## src/rtl/demux16_stream.sv

```systemverilog
// Registered 1-to-16 stream demultiplexer. Each input beat is routed by in_sel
// into a one-entry holding register on one of 16 independently handshaked outputs.
module demux16_stream #(
    parameter int DATA_WIDTH = 32,
    parameter int CNT_WIDTH  = 16
) (
    input  logic                     clk,
    input  logic                     rst_n,
    input  logic                     in_valid,
    output logic                     in_ready,
    input  logic [3:0]               in_sel,
    input  logic [DATA_WIDTH-1:0]    in_data,
    output logic [15:0]              out_valid,
    input  logic [15:0]              out_ready,
    output logic [16*DATA_WIDTH-1:0] out_data,
    output logic [CNT_WIDTH-1:0]     xfer_cnt
);

    localparam int NCH = 16;

    logic [NCH-1:0]                 valid_q, valid_d;
    logic [NCH-1:0][DATA_WIDTH-1:0] data_q, data_d;
    logic [CNT_WIDTH-1:0]           cnt_q, cnt_d;

    logic [NCH-1:0] drain;
    logic           accept;

    // A full slot can still take a beat when its consumer empties it this same
    // edge; gating with rst_n keeps upstream from handing over a beat during reset.
    assign in_ready = rst_n && (!valid_q[in_sel] || out_ready[in_sel]);
    assign accept   = in_valid && in_ready;
    assign drain    = valid_q & out_ready;

    // NOTE: every always_comb output is given its default first, so no path
    // leaves a signal unassigned and no latch is inferred.
    always_comb begin
        valid_d = valid_q & ~drain;
        data_d  = data_q;
        cnt_d   = cnt_q;
        if (accept) begin
            // A load wins over a same-cycle drain of the same channel.
            valid_d[in_sel] = 1'b1;
            data_d[in_sel]  = in_data;
            cnt_d           = cnt_q + 1'b1;
        end
    end

    // NOTE: state registers use non-blocking assignments so every flop samples
    // the pre-edge value of its neighbours.
    // NOTE: the data slots are reset along with the valid bits so that all
    // outputs read zero while rst_n is low, even though a slot is only meaningful
    // when its valid bit is set.
    always_ff @(posedge clk or negedge rst_n) begin
        if (!rst_n) begin
            valid_q <= '0;
            data_q  <= '0;
            cnt_q   <= '0;
        end else begin
            valid_q <= valid_d;
            data_q  <= data_d;
            cnt_q   <= cnt_d;
        end
    end

    assign out_valid = valid_q;
    assign out_data  = data_q;
    assign xfer_cnt  = cnt_q;

endmodule

```

## config.mk

```make
export PLATFORM = sky130hd
export DESIGN_NAME = demux16_stream
export DESIGN_NICKNAME = d
export VERILOG_FILES = /design/src/rtl/demux16_stream.sv
export SDC_FILE = /design/constraint.sdc
export NUM_CORES = 1
export LEC_CHECK = 0
export BUFFER_PORTS_ARGS = -buffer_cell sky130_fd_sc_hd__buf_4
export CELL_PAD_IN_SITES_DETAIL_PLACEMENT = 1
export CELL_PAD_IN_SITES_GLOBAL_PLACEMENT = 1
export CORE_UTILIZATION = 40
export DETAILED_ROUTE_END_ITERATION = 16
export PLACE_DENSITY_LB_ADDON = 0.12
export RECOVER_POWER = 50
export SLEW_MARGIN = 20
export SYNTH_ARGS = -nofsm -noshare
export SYNTH_HDL_FRONTEND = slang
export SYNTH_SLANG_ARGS = --single-unit
```

## constraint.sdc

```tcl
create_clock -name clk -period 3.4 [get_ports clk]
set_input_delay 0.51 -clock clk [delete_from_list [all_inputs] [get_ports clk]]
set_output_delay 0.51 -clock clk [all_outputs]
set_load 0.01 [all_outputs]
```

==> impl_metrics.prom, run 1 <==
# TYPE chip_impl_metric gauge
chip_impl_metric{name="post_synth_instance_area",unit="um^2"} 21200
chip_impl_metric{name="critPathMaxStageDelay",unit="ps"} 470
chip_impl_metric{name="total_i_o_pin_count",unit=""} 600
chip_impl_metric{name="cp_max_fo",unit=""} 16
chip_impl_metric{name="netlist-cell-type-count",unit=""} 37
chip_impl_metric{name="grt_start_max_net_pins",unit=""} 138
chip_impl_metric{name="synth.yosys.seq_area_share",unit="%"} 64.3
chip_impl_metric{name="total_wirelength",unit="mm"} 70.2
chip_impl_metric{name="grt_pass1_vias",unit=""} 14600
chip_impl_metric{name="cts_hold_buf",unit=""} 0
chip_impl_info{name="cts_tree",value="built"} 1
chip_impl_metric{name="drive_above_1_share",unit="%"} 18.6
chip_impl_metric{name="setup_clock_skew_after_layout",unit="ps"} 16.1
chip_impl_info{name="path_delay_family",value="buffers and inverters"} 1
chip_impl_metric{name="global_route.overflow_total",unit=""} 0
chip_impl_metric{name="critical_path_required",unit="ps"} 2890
chip_impl_metric{name="buffer_ports.inserted",unit=""} 599
chip_impl_metric{name="worstMarginPinSlew",unit="ps"} 1930
chip_impl_metric{name="clk_pin_slew",unit="ps"} 60
chip_impl_metric{name="timing.critical_path.buf_inv",unit=""} 2
chip_impl_info{name="critical_path.endpoint_type",value="output port"} 1
chip_impl_metric{name="power_density",unit="nW/um^2"} 680
chip_impl_info{name="setup_repair_after_global_routing_missed_its_margin",value="false"} 1
chip_impl_metric{name="max-vdd-ir-drop",unit="V"} 0.000396
chip_impl_metric{name="post-dp-hpwl",unit="mm"} 49.9
chip_impl_metric{name="avgRoutedWirePerCell",unit="um"} 26.8
chip_impl_metric{name="core.rowCount",unit=""} 83
chip_impl_metric{name="maxSlewViolCount",unit=""} 116
chip_impl_metric{name="largest_buffer_count_on_any_clock_path",unit=""} 3
chip_impl_metric{name="total_number_of_yosys_warnings",unit=""} 0
chip_impl_info{name="slowest_stage_cell_on_the_critical_path",value="sky130_fd_sc_hd__mux4_2"} 1
chip_impl_metric{name="gpl.final_weighted_congestion",unit=""} 0.795
chip_impl_metric{name="cts_sinks",unit=""} 544
chip_impl_info{name="path_cells",value="mux4_2, nand2_1, nand4_4, buf_4, a21boi_1, buf_4"} 1
chip_impl_metric{name="cts_inserted_buffers",unit=""} 58
chip_impl_metric{name="report.final.setup_viol",unit=""} 0
chip_impl_info{name="root_buffer_master",value="sky130_fd_sc_hd__clkbuf_16"} 1
chip_impl_info{name="failed_checks",value="max-capacitance violations, max-slew violations"} 1
chip_impl_metric{name="number_of_enable_type_register_cells_in_the_synthesized_netlist",unit=""} 0
chip_impl_metric{name="synth.ff_latch_count",unit=""} 544
chip_impl_metric{name="design.final.nets",unit=""} 1955
chip_impl_metric{name="die-area",unit="um^2"} 53800
chip_impl_metric{name="cts_setup_buffers",unit=""} 0
chip_impl_info{name="outcome",value="complete, but fails checks"} 1
chip_impl_metric{name="drt_iter0_drc",unit=""} 624
chip_impl_metric{name="period_minus_ws_final",unit="ps"} 3210
chip_impl_metric{name="timing.slew.headroom",unit="%"} -28.9
chip_impl_info{name="worst_setup_path_start_kind",value="register"} 1
chip_impl_metric{name="finalSetupTns",unit="ps"} 0
chip_impl_metric{name="grt_pass1_wl",unit="mm"} 103
chip_impl_metric{name="fmax",unit="MHz"} 312
chip_impl_metric{name="track_usage",unit="%"} 26.3
chip_impl_metric{name="clock_insertion_delay_worst_skew",unit="ps"} 610
chip_impl_metric{name="fillCellCount",unit=""} 5247
chip_impl_metric{name="drtAntennaViolNets",unit=""} 0
chip_impl_metric{name="max_h_tree_level",unit=""} 2
chip_impl_metric{name="core_region_area",unit="um^2"} 51800
chip_impl_metric{name="syn_area_per_cell",unit="um^2"} 16.4
chip_impl_metric{name="drt_pre_antenna_iters",unit=""} 4
chip_impl_info{name="ys_dominant_reg_cell",value="sky130_fd_sc_hd__dfrtp_1"} 1
chip_impl_metric{name="power.static_leakage",unit="nW"} 12.8
chip_impl_metric{name="number_of_antenna_violations_at_the_first_check_in_global_routing",unit=""} 1
chip_impl_metric{name="postSynthCellCount",unit=""} 1293
chip_impl_metric{name="area_growth",unit="%"} 26.4
chip_impl_metric{name="die_width",unit="um"} 232
chip_impl_info{name="critical-path-top-cell-by-count",value="sky130_fd_sc_hd__buf_4"} 1
chip_impl_metric{name="dieHeight",unit="um"} 232
chip_impl_metric{name="numPlacedInstances",unit=""} 2519
chip_impl_metric{name="initial_core_util",unit="%"} 40.8
chip_impl_metric{name="max-cap-violations",unit=""} 2
chip_impl_metric{name="vias",unit=""} 13400
chip_impl_metric{name="post_cts_resize_count",unit=""} 0
chip_impl_metric{name="finish.cell_count_without_fillers",unit=""} 2621
chip_impl_metric{name="post-route-drc-count",unit=""} 0
chip_impl_metric{name="synth.net_count",unit=""} 1349
chip_impl_metric{name="hold_viol",unit=""} 0
chip_impl_metric{name="timing.critical_path.arrival",unit="ps"} 2700
chip_impl_metric{name="async_reset_ff_share",unit="%"} 100
chip_impl_info{name="worst_hold_path_type",value="input port to register"} 1
chip_impl_metric{name="viasPerCell",unit=""} 5.12
chip_impl_info{name="setup.worst_path.class",value="register to output port"} 1
chip_impl_metric{name="min_period_over_period",unit="%"} 94.3
## power by group
part | total, mW | switching (mW) | internal, mW
logic | 3.73 | 2.22 | 1.51
registers | 8.45 | 0.703 | 7.75
clock network | 6.01 | 2.53 | 3.48
total | 18.2 | 5.45 | 12.7
## cell usage in the layout, fill, tap and decap left out, types with 7 or more instances in the layout
| master | instances |
|---|---|
| sky130_fd_sc_hd__o21ai_1 | 7 |
| sky130_fd_sc_hd__clkbuf_1 | 441 |
| sky130_fd_sc_hd__mux2_1 | 478 |
| sky130_fd_sc_hd__nand2_1 | 17 |
| sky130_fd_sc_hd__mux2_4 | 29 |
| sky130_fd_sc_hd__clkbuf_8 | 9 |
| sky130_fd_sc_hd__inv_1 | 17 |
| sky130_fd_sc_hd__buf_12 | 12 |
| sky130_fd_sc_hd__xor2_1 | 14 |
| sky130_fd_sc_hd__a21o_1 | 9 |
| sky130_fd_sc_hd__a2111oi_4 | 7 |
| sky130_fd_sc_hd__clkbuf_16 | 58 |
| sky130_fd_sc_hd__dfrtp_1 | 544 |
| sky130_fd_sc_hd__nand3_1 | 7 |
| sky130_fd_sc_hd__buf_4 | 208 |
| sky130_fd_sc_hd__mux4_2 | 8 |
| sky130_fd_sc_hd__a21oi_1 | 8 |
## registers in the layout (all words and copies together) (netlist names)
signal and count:
xfer_cnt 16, out_data 512, out_valid 16
## Yosys cell counts, types with 2 or more instances
master | n | area [um^2]
sky130_fd_sc_hd__o21ai_1 | 12 | 60.1
sky130_fd_sc_hd__a21oi_2 | 2 | 17.5
sky130_fd_sc_hd__nor2b_1 | 2 | 12.5
sky130_fd_sc_hd__nand4_1 | 6 | 37.5
sky130_fd_sc_hd__clkbuf_1 | 36 | 135
sky130_fd_sc_hd__mux2_4 | 29 | 435
sky130_fd_sc_hd__a21o_1 | 9 | 67.6
sky130_fd_sc_hd__mux4_2 | 8 | 180
sky130_fd_sc_hd__buf_4 | 23 | 173
sky130_fd_sc_hd__mux2_2 | 6 | 67.6
sky130_fd_sc_hd__buf_6 | 6 | 67.6
sky130_fd_sc_hd__buf_2 | 27 | 135
sky130_fd_sc_hd__a211oi_1 | 4 | 30.0
sky130_fd_sc_hd__buf_1 | 2 | 7.51
sky130_fd_sc_hd__a2111oi_0 | 3 | 26.3
sky130_fd_sc_hd__nand2_1 | 17 | 63.8
sky130_fd_sc_hd__and4_1 | 4 | 35.0
sky130_fd_sc_hd__nand2b_1 | 3 | 18.8
sky130_fd_sc_hd__nand3_1 | 7 | 35.0
sky130_fd_sc_hd__dfrtp_1 | 544 | 13600
sky130_fd_sc_hd__and3_1 | 3 | 18.8
sky130_fd_sc_hd__nor2_1 | 6 | 22.5
sky130_fd_sc_hd__a21oi_1 | 8 | 40.0
sky130_fd_sc_hd__inv_1 | 17 | 63.8
sky130_fd_sc_hd__xor2_1 | 14 | 123
sky130_fd_sc_hd__mux2_1 | 478 | 5380
sky130_fd_sc_hd__a2111oi_4 | 7 | 193
## path summary, 6_finish.rpt
check,cells after the start,slack (ps),end,from
max,6,190,in_ready,out_valid[1]
min,2,70,out_valid[6],out_ready[6]
max reg2reg,6,610,out_data[412],out_valid[1]
min reg2reg,1,470,xfer_cnt[15],xfer_cnt[15]
max in group asynchronous,3,610,out_data[145],rst_n
min in group asynchronous,2,430,out_data[427],rst_n
## area by class of cell
type	count	area, um^2	share of cell area [%]
timing repair buffer	640	3380	12.6
sequential	544	13600	50.9
inverter	17	63.8	0.239
clock buffer	90	1660	6.21
antenna	2	5.00	0.0187
multi-input combinational	638	7050	26.4
tap	680	851	3.18
clock inverter	10	119	0.444
## kinds of logic after synthesis
family | share of synthesized area [%]
compound gates | 2.20
simple gates | 1.38
fa+ha+maj | 0.0591
xor+xnor | 0.621
flops | 64.3
buf+inv | 2.75
mux | 28.7
## metal layers
metal | track usage, % | wire (um)
met1 | 31.8 | 27800
met2 | 44.7 | 35200
met5 | 0 | 0
met4 | 8.45 | 2090
met3 | 7.99 | 5110
## stage by stage
| step | power (mW) | hold WS, ps | worst slack (ps) | util [%] | area (um^2) |
|---|---|---|---|---|---|
| floorplan | 10.1 | 214 | 629 | - | 21200 |
| global placement | 13.0 | 465 | 271 | 51.2 | 26500 |
| detailed placement | 13.2 | 468 | 223 | 51.2 | 26500 |
| CTS | 19.3 | 25.2 | 143 | 54.7 | 28300 |
| global route | 19.0 | 46.7 | 79.5 | 51.6 | 26700 |
| finish | 18.2 | 65.7 | 193 | 51.6 | 26700 |
No activity file was read; power rests on OpenSTA's default activity.
==> inputs of run 2 (changes only) <==
- CORE_AREA: not set -> 2 2 235 237
- CORE_UTILIZATION: 40 -> not set
- DIE_AREA: not set -> 0 0 237 239
==> run 2 against run 1 <==
The flow still finishes with violations (max-capacitance violations, max-slew violations). Sequential cell count unchanged. Critical path type unchanged. Sequential power about the same. Largest cell class unchanged. Via count increased by 0.43%. Global-route usage decreased by 1.6 points. Non-clock buffer count decreased by 4. Critical endpoint unchanged. Sequential share of layout area decreased by 0.27 points. Die area increased by 5.2%. Power increased by 1.0%. First-iteration DRC count increased by 1.9%. Combinational power increased by 1%.
==> impl_metrics.prom, run 2 (synthesis gave the netlist of run 1 again) <==
# TYPE chip_impl_metric gauge
chip_impl_metric{name="final_area",unit="um^2"} 26900
chip_impl_metric{name="hold_viol",unit=""} 0
chip_impl_metric{name="total_i_o_pin_count",unit=""} 600
chip_impl_metric{name="seq_area",unit="um^2"} 13600
chip_impl_metric{name="clock_insertion_delay_worst_skew",unit="ps"} 620
chip_impl_info{name="path_cells",value="mux4_2, nand2_1, nand4_4, buf_4, a21boi_1, buf_4"} 1
chip_impl_metric{name="fmax",unit="MHz"} 315
chip_impl_metric{name="grt_pass1_wl",unit="mm"} 103
chip_impl_metric{name="design.final.nets",unit=""} 1952
chip_impl_metric{name="p_comb_share",unit="%"} 20.5
chip_impl_metric{name="max-vdd-ir-drop",unit="V"} 0.000408
chip_impl_metric{name="post-dp-hpwl",unit="mm"} 49.6
chip_impl_metric{name="report.final.setup_viol",unit=""} 0
chip_impl_metric{name="critical_path_required",unit="ps"} 2890
chip_impl_info{name="failed_checks",value="max-capacitance violations, max-slew violations"} 1
chip_impl_metric{name="timing.critical_path.buf_inv",unit=""} 2
chip_impl_info{name="setup.worst_path.start",value="out_valid[0]"} 1
chip_impl_metric{name="reg2reg_depth",unit=""} 6
chip_impl_metric{name="die_width",unit="um"} 237
chip_impl_metric{name="avgRoutedWirePerCell",unit="um"} 26.5
chip_impl_metric{name="finalSetupTns",unit="ps"} 0
chip_impl_metric{name="min_period_over_period",unit="%"} 93.3
chip_impl_metric{name="track_usage",unit="%"} 24.7
chip_impl_metric{name="buffer_ports.inserted",unit=""} 599
chip_impl_info{name="critical_path.reg2reg.endpoint",value="out_data[315]"} 1
chip_impl_metric{name="max_h_tree_level",unit=""} 2
chip_impl_metric{name="die-area",unit="um^2"} 56600
chip_impl_info{name="most-common-layout-cells",value="544 x sky130_fd_sc_hd__dfrtp_1, 478 x sky130_fd_sc_hd__mux2_1, 413 x sky130_fd_sc_hd__clkbuf_1, 232 x sky130_fd_sc_hd__buf_4, 59 x sky130_fd_sc_hd__clkbuf_16"} 1
chip_impl_metric{name="fillCellCount",unit=""} 5503
chip_impl_info{name="worstReg2RegStart",value="out_valid[0]"} 1
chip_impl_metric{name="cp_max_fo",unit=""} 16
chip_impl_metric{name="global_route.overflow_total",unit=""} 0
chip_impl_info{name="critical-path-top-cell-by-count",value="sky130_fd_sc_hd__buf_4"} 1
chip_impl_metric{name="r2r_setup_slack",unit="ps"} 640
chip_impl_metric{name="dieHeight",unit="um"} 239
chip_impl_metric{name="timing.slew.headroom",unit="%"} -41.7
chip_impl_metric{name="maxSlewViolCount",unit=""} 228
chip_impl_info{name="worst_hold_path_type",value="input port to register"} 1
chip_impl_metric{name="total_wirelength",unit="mm"} 70.0
chip_impl_metric{name="max-cap-violations",unit=""} 2
chip_impl_metric{name="switching_power",unit="mW"} 5.49
chip_impl_metric{name="worstMarginPinSlew",unit="ps"} 2130
chip_impl_metric{name="number_of_antenna_violations_at_the_first_check_in_global_routing",unit=""} 4
chip_impl_info{name="setup.worst_path.class",value="register to output port"} 1
chip_impl_metric{name="sw_frac_of_total",unit="%"} 29.9
chip_impl_metric{name="setup_clock_skew_after_layout",unit="ps"} 23.4
chip_impl_info{name="worst_setup_path_start_kind",value="register"} 1
chip_impl_metric{name="drtAntennaViolNets",unit=""} 0
chip_impl_metric{name="dpl-instance-area",unit="um^2"} 26500
chip_impl_metric{name="worst-path-stages",unit=""} 6
chip_impl_metric{name="multi_input_comb_area",unit="um^2"} 7050
chip_impl_metric{name="power.static_leakage",unit="nW"} 13.0
chip_impl_metric{name="clk_pin_slew",unit="ps"} 60
chip_impl_metric{name="cts_inserted_buffers",unit=""} 59
chip_impl_info{name="critical_path.endpoint_type",value="output port"} 1
chip_impl_metric{name="cts_hold_buf",unit=""} 0
chip_impl_metric{name="core_region_area",unit="um^2"} 54300
chip_impl_metric{name="sequentialPowerShare",unit="%"} 45.9
chip_impl_metric{name="drive_above_1_share",unit="%"} 20.2
chip_impl_metric{name="power_report.internal_total",unit="mW"} 12.9
chip_impl_info{name="outcome",value="complete, but fails checks"} 1
chip_impl_info{name="root_buffer_master",value="sky130_fd_sc_hd__clkbuf_16"} 1
chip_impl_metric{name="post_cts_resize_count",unit=""} 0
chip_impl_info{name="final_common_cell",value="sky130_fd_sc_hd__dfrtp_1"} 1
chip_impl_metric{name="power_frac_clock",unit="%"} 33.5
chip_impl_metric{name="cts_setup_buffers",unit=""} 0
chip_impl_metric{name="core.rowCount",unit=""} 86
chip_impl_metric{name="period_minus_ws_final",unit="ps"} 3170
chip_impl_info{name="cts_tree",value="built"} 1
chip_impl_metric{name="drt_pre_antenna_iters",unit=""} 4
chip_impl_metric{name="gpl.final_weighted_congestion",unit=""} 0.769
chip_impl_metric{name="power_density",unit="nW/um^2"} 683
chip_impl_metric{name="area_growth",unit="%"} 27.1
chip_impl_metric{name="critPathMaxStageDelay",unit="ps"} 460
chip_impl_metric{name="grt_start_max_net_pins",unit=""} 174
chip_impl_metric{name="drt_iter0_drc",unit=""} 636
chip_impl_metric{name="initial_core_util",unit="%"} 38.9
chip_impl_metric{name="largest_buffer_count_on_any_clock_path",unit=""} 3
chip_impl_info{name="slowest_stage_cell_on_the_critical_path",value="sky130_fd_sc_hd__mux4_2"} 1
chip_impl_metric{name="largest_reg_flops",unit=""} 512
chip_impl_metric{name="viasPerCell",unit=""} 5.09
chip_impl_metric{name="final_core_utilization",unit="%"} 49.5
chip_impl_metric{name="cts_sinks",unit=""} 544
chip_impl_info{name="path_delay_family",value="buffers and inverters"} 1
chip_impl_metric{name="vias",unit=""} 13500
chip_impl_metric{name="post-route-drc-count",unit=""} 0
chip_impl_info{name="worstSetupEndpoint",value="in_ready"} 1
chip_impl_metric{name="timing.critical_path.arrival",unit="ps"} 2660
chip_impl_info{name="setup_repair_after_global_routing_missed_its_margin",value="false"} 1
chip_impl_metric{name="grt_pass1_vias",unit=""} 14600
==> run 2: changes by cell type in the layout (fill, tap and decap cells not counted), moves of 2 or more <==
| cell | delta |
|---|---|
| sky130_fd_sc_hd__buf_12 | -2 |
| sky130_fd_sc_hd__clkinv_2 | +5 |
| sky130_fd_sc_hd__clkbuf_8 | +6 |
| sky130_fd_sc_hd__buf_4 | +24 |
| sky130_fd_sc_hd__clkbuf_1 | -28 |
==> run 2: how the worst min path moves through the flow <==
stage | start | to | cells past startpoint
global route | out_ready[13] | out_valid[13] | 2
CTS | out_ready[15] | out_valid[15] | 2
detailed placement | xfer_cnt[15] | xfer_cnt[15] | 1
floorplan | rst_n | out_data[0] | 0
global placement | xfer_cnt[15] | xfer_cnt[15] | 1
finish | out_ready[15] | out_valid[15] | 2
==> run 2: per-stage QoR <==
stage               instances  worst slack (ps)  power [mW]  hold WS (ps)
global placement         2539               283        13.0           464
finish                   2647               229        18.4          78.4
floorplan                1293               629        10.1           214
global route             2647              78.7        19.2          60.6
detailed placement       2539               221        13.2           475
CTS                      2646               156        19.4          41.5
==> run 2: power by group through the flow <==
stage / Combinational, mW / Sequential, mW / Clock (mW)
5_1_grt: 4.03 / 8.63 / 6.59
3_5_place_dp: 4.59 / 8.58 / 0
4_1_cts: 4.61 / 8.48 / 6.34
2_1_floorplan: 1.04 / 9.07 / 0
3_3_place_gp: 4.52 / 8.50 / 0
6_report: 3.77 / 8.44 / 6.17
==> run 2: layout make-up <==
class,count,share of cell area (%)
Clock inverter,13,0.363
Inverter,17,0.237
Tap cell,704,3.28
Clock buffer,94,6.54
Timing Repair Buffer,636,12.7
Antenna cell,1,0.00931
Sequential cell,544,50.6
Multi-Input combinational cell,638,26.2
==> run 2: per-layer routing <==
metal / vias to the layer above / wire length [um] / global-route usage [%]
met5: - / 29 / 0
met4: 4 / 2380 / 8.71
met3: 109 / 5580 / 8.26
met2: 413 / 34700 / 42.1
met1: 7183 / 27300 / 29.2
li1: 5758 / - / -
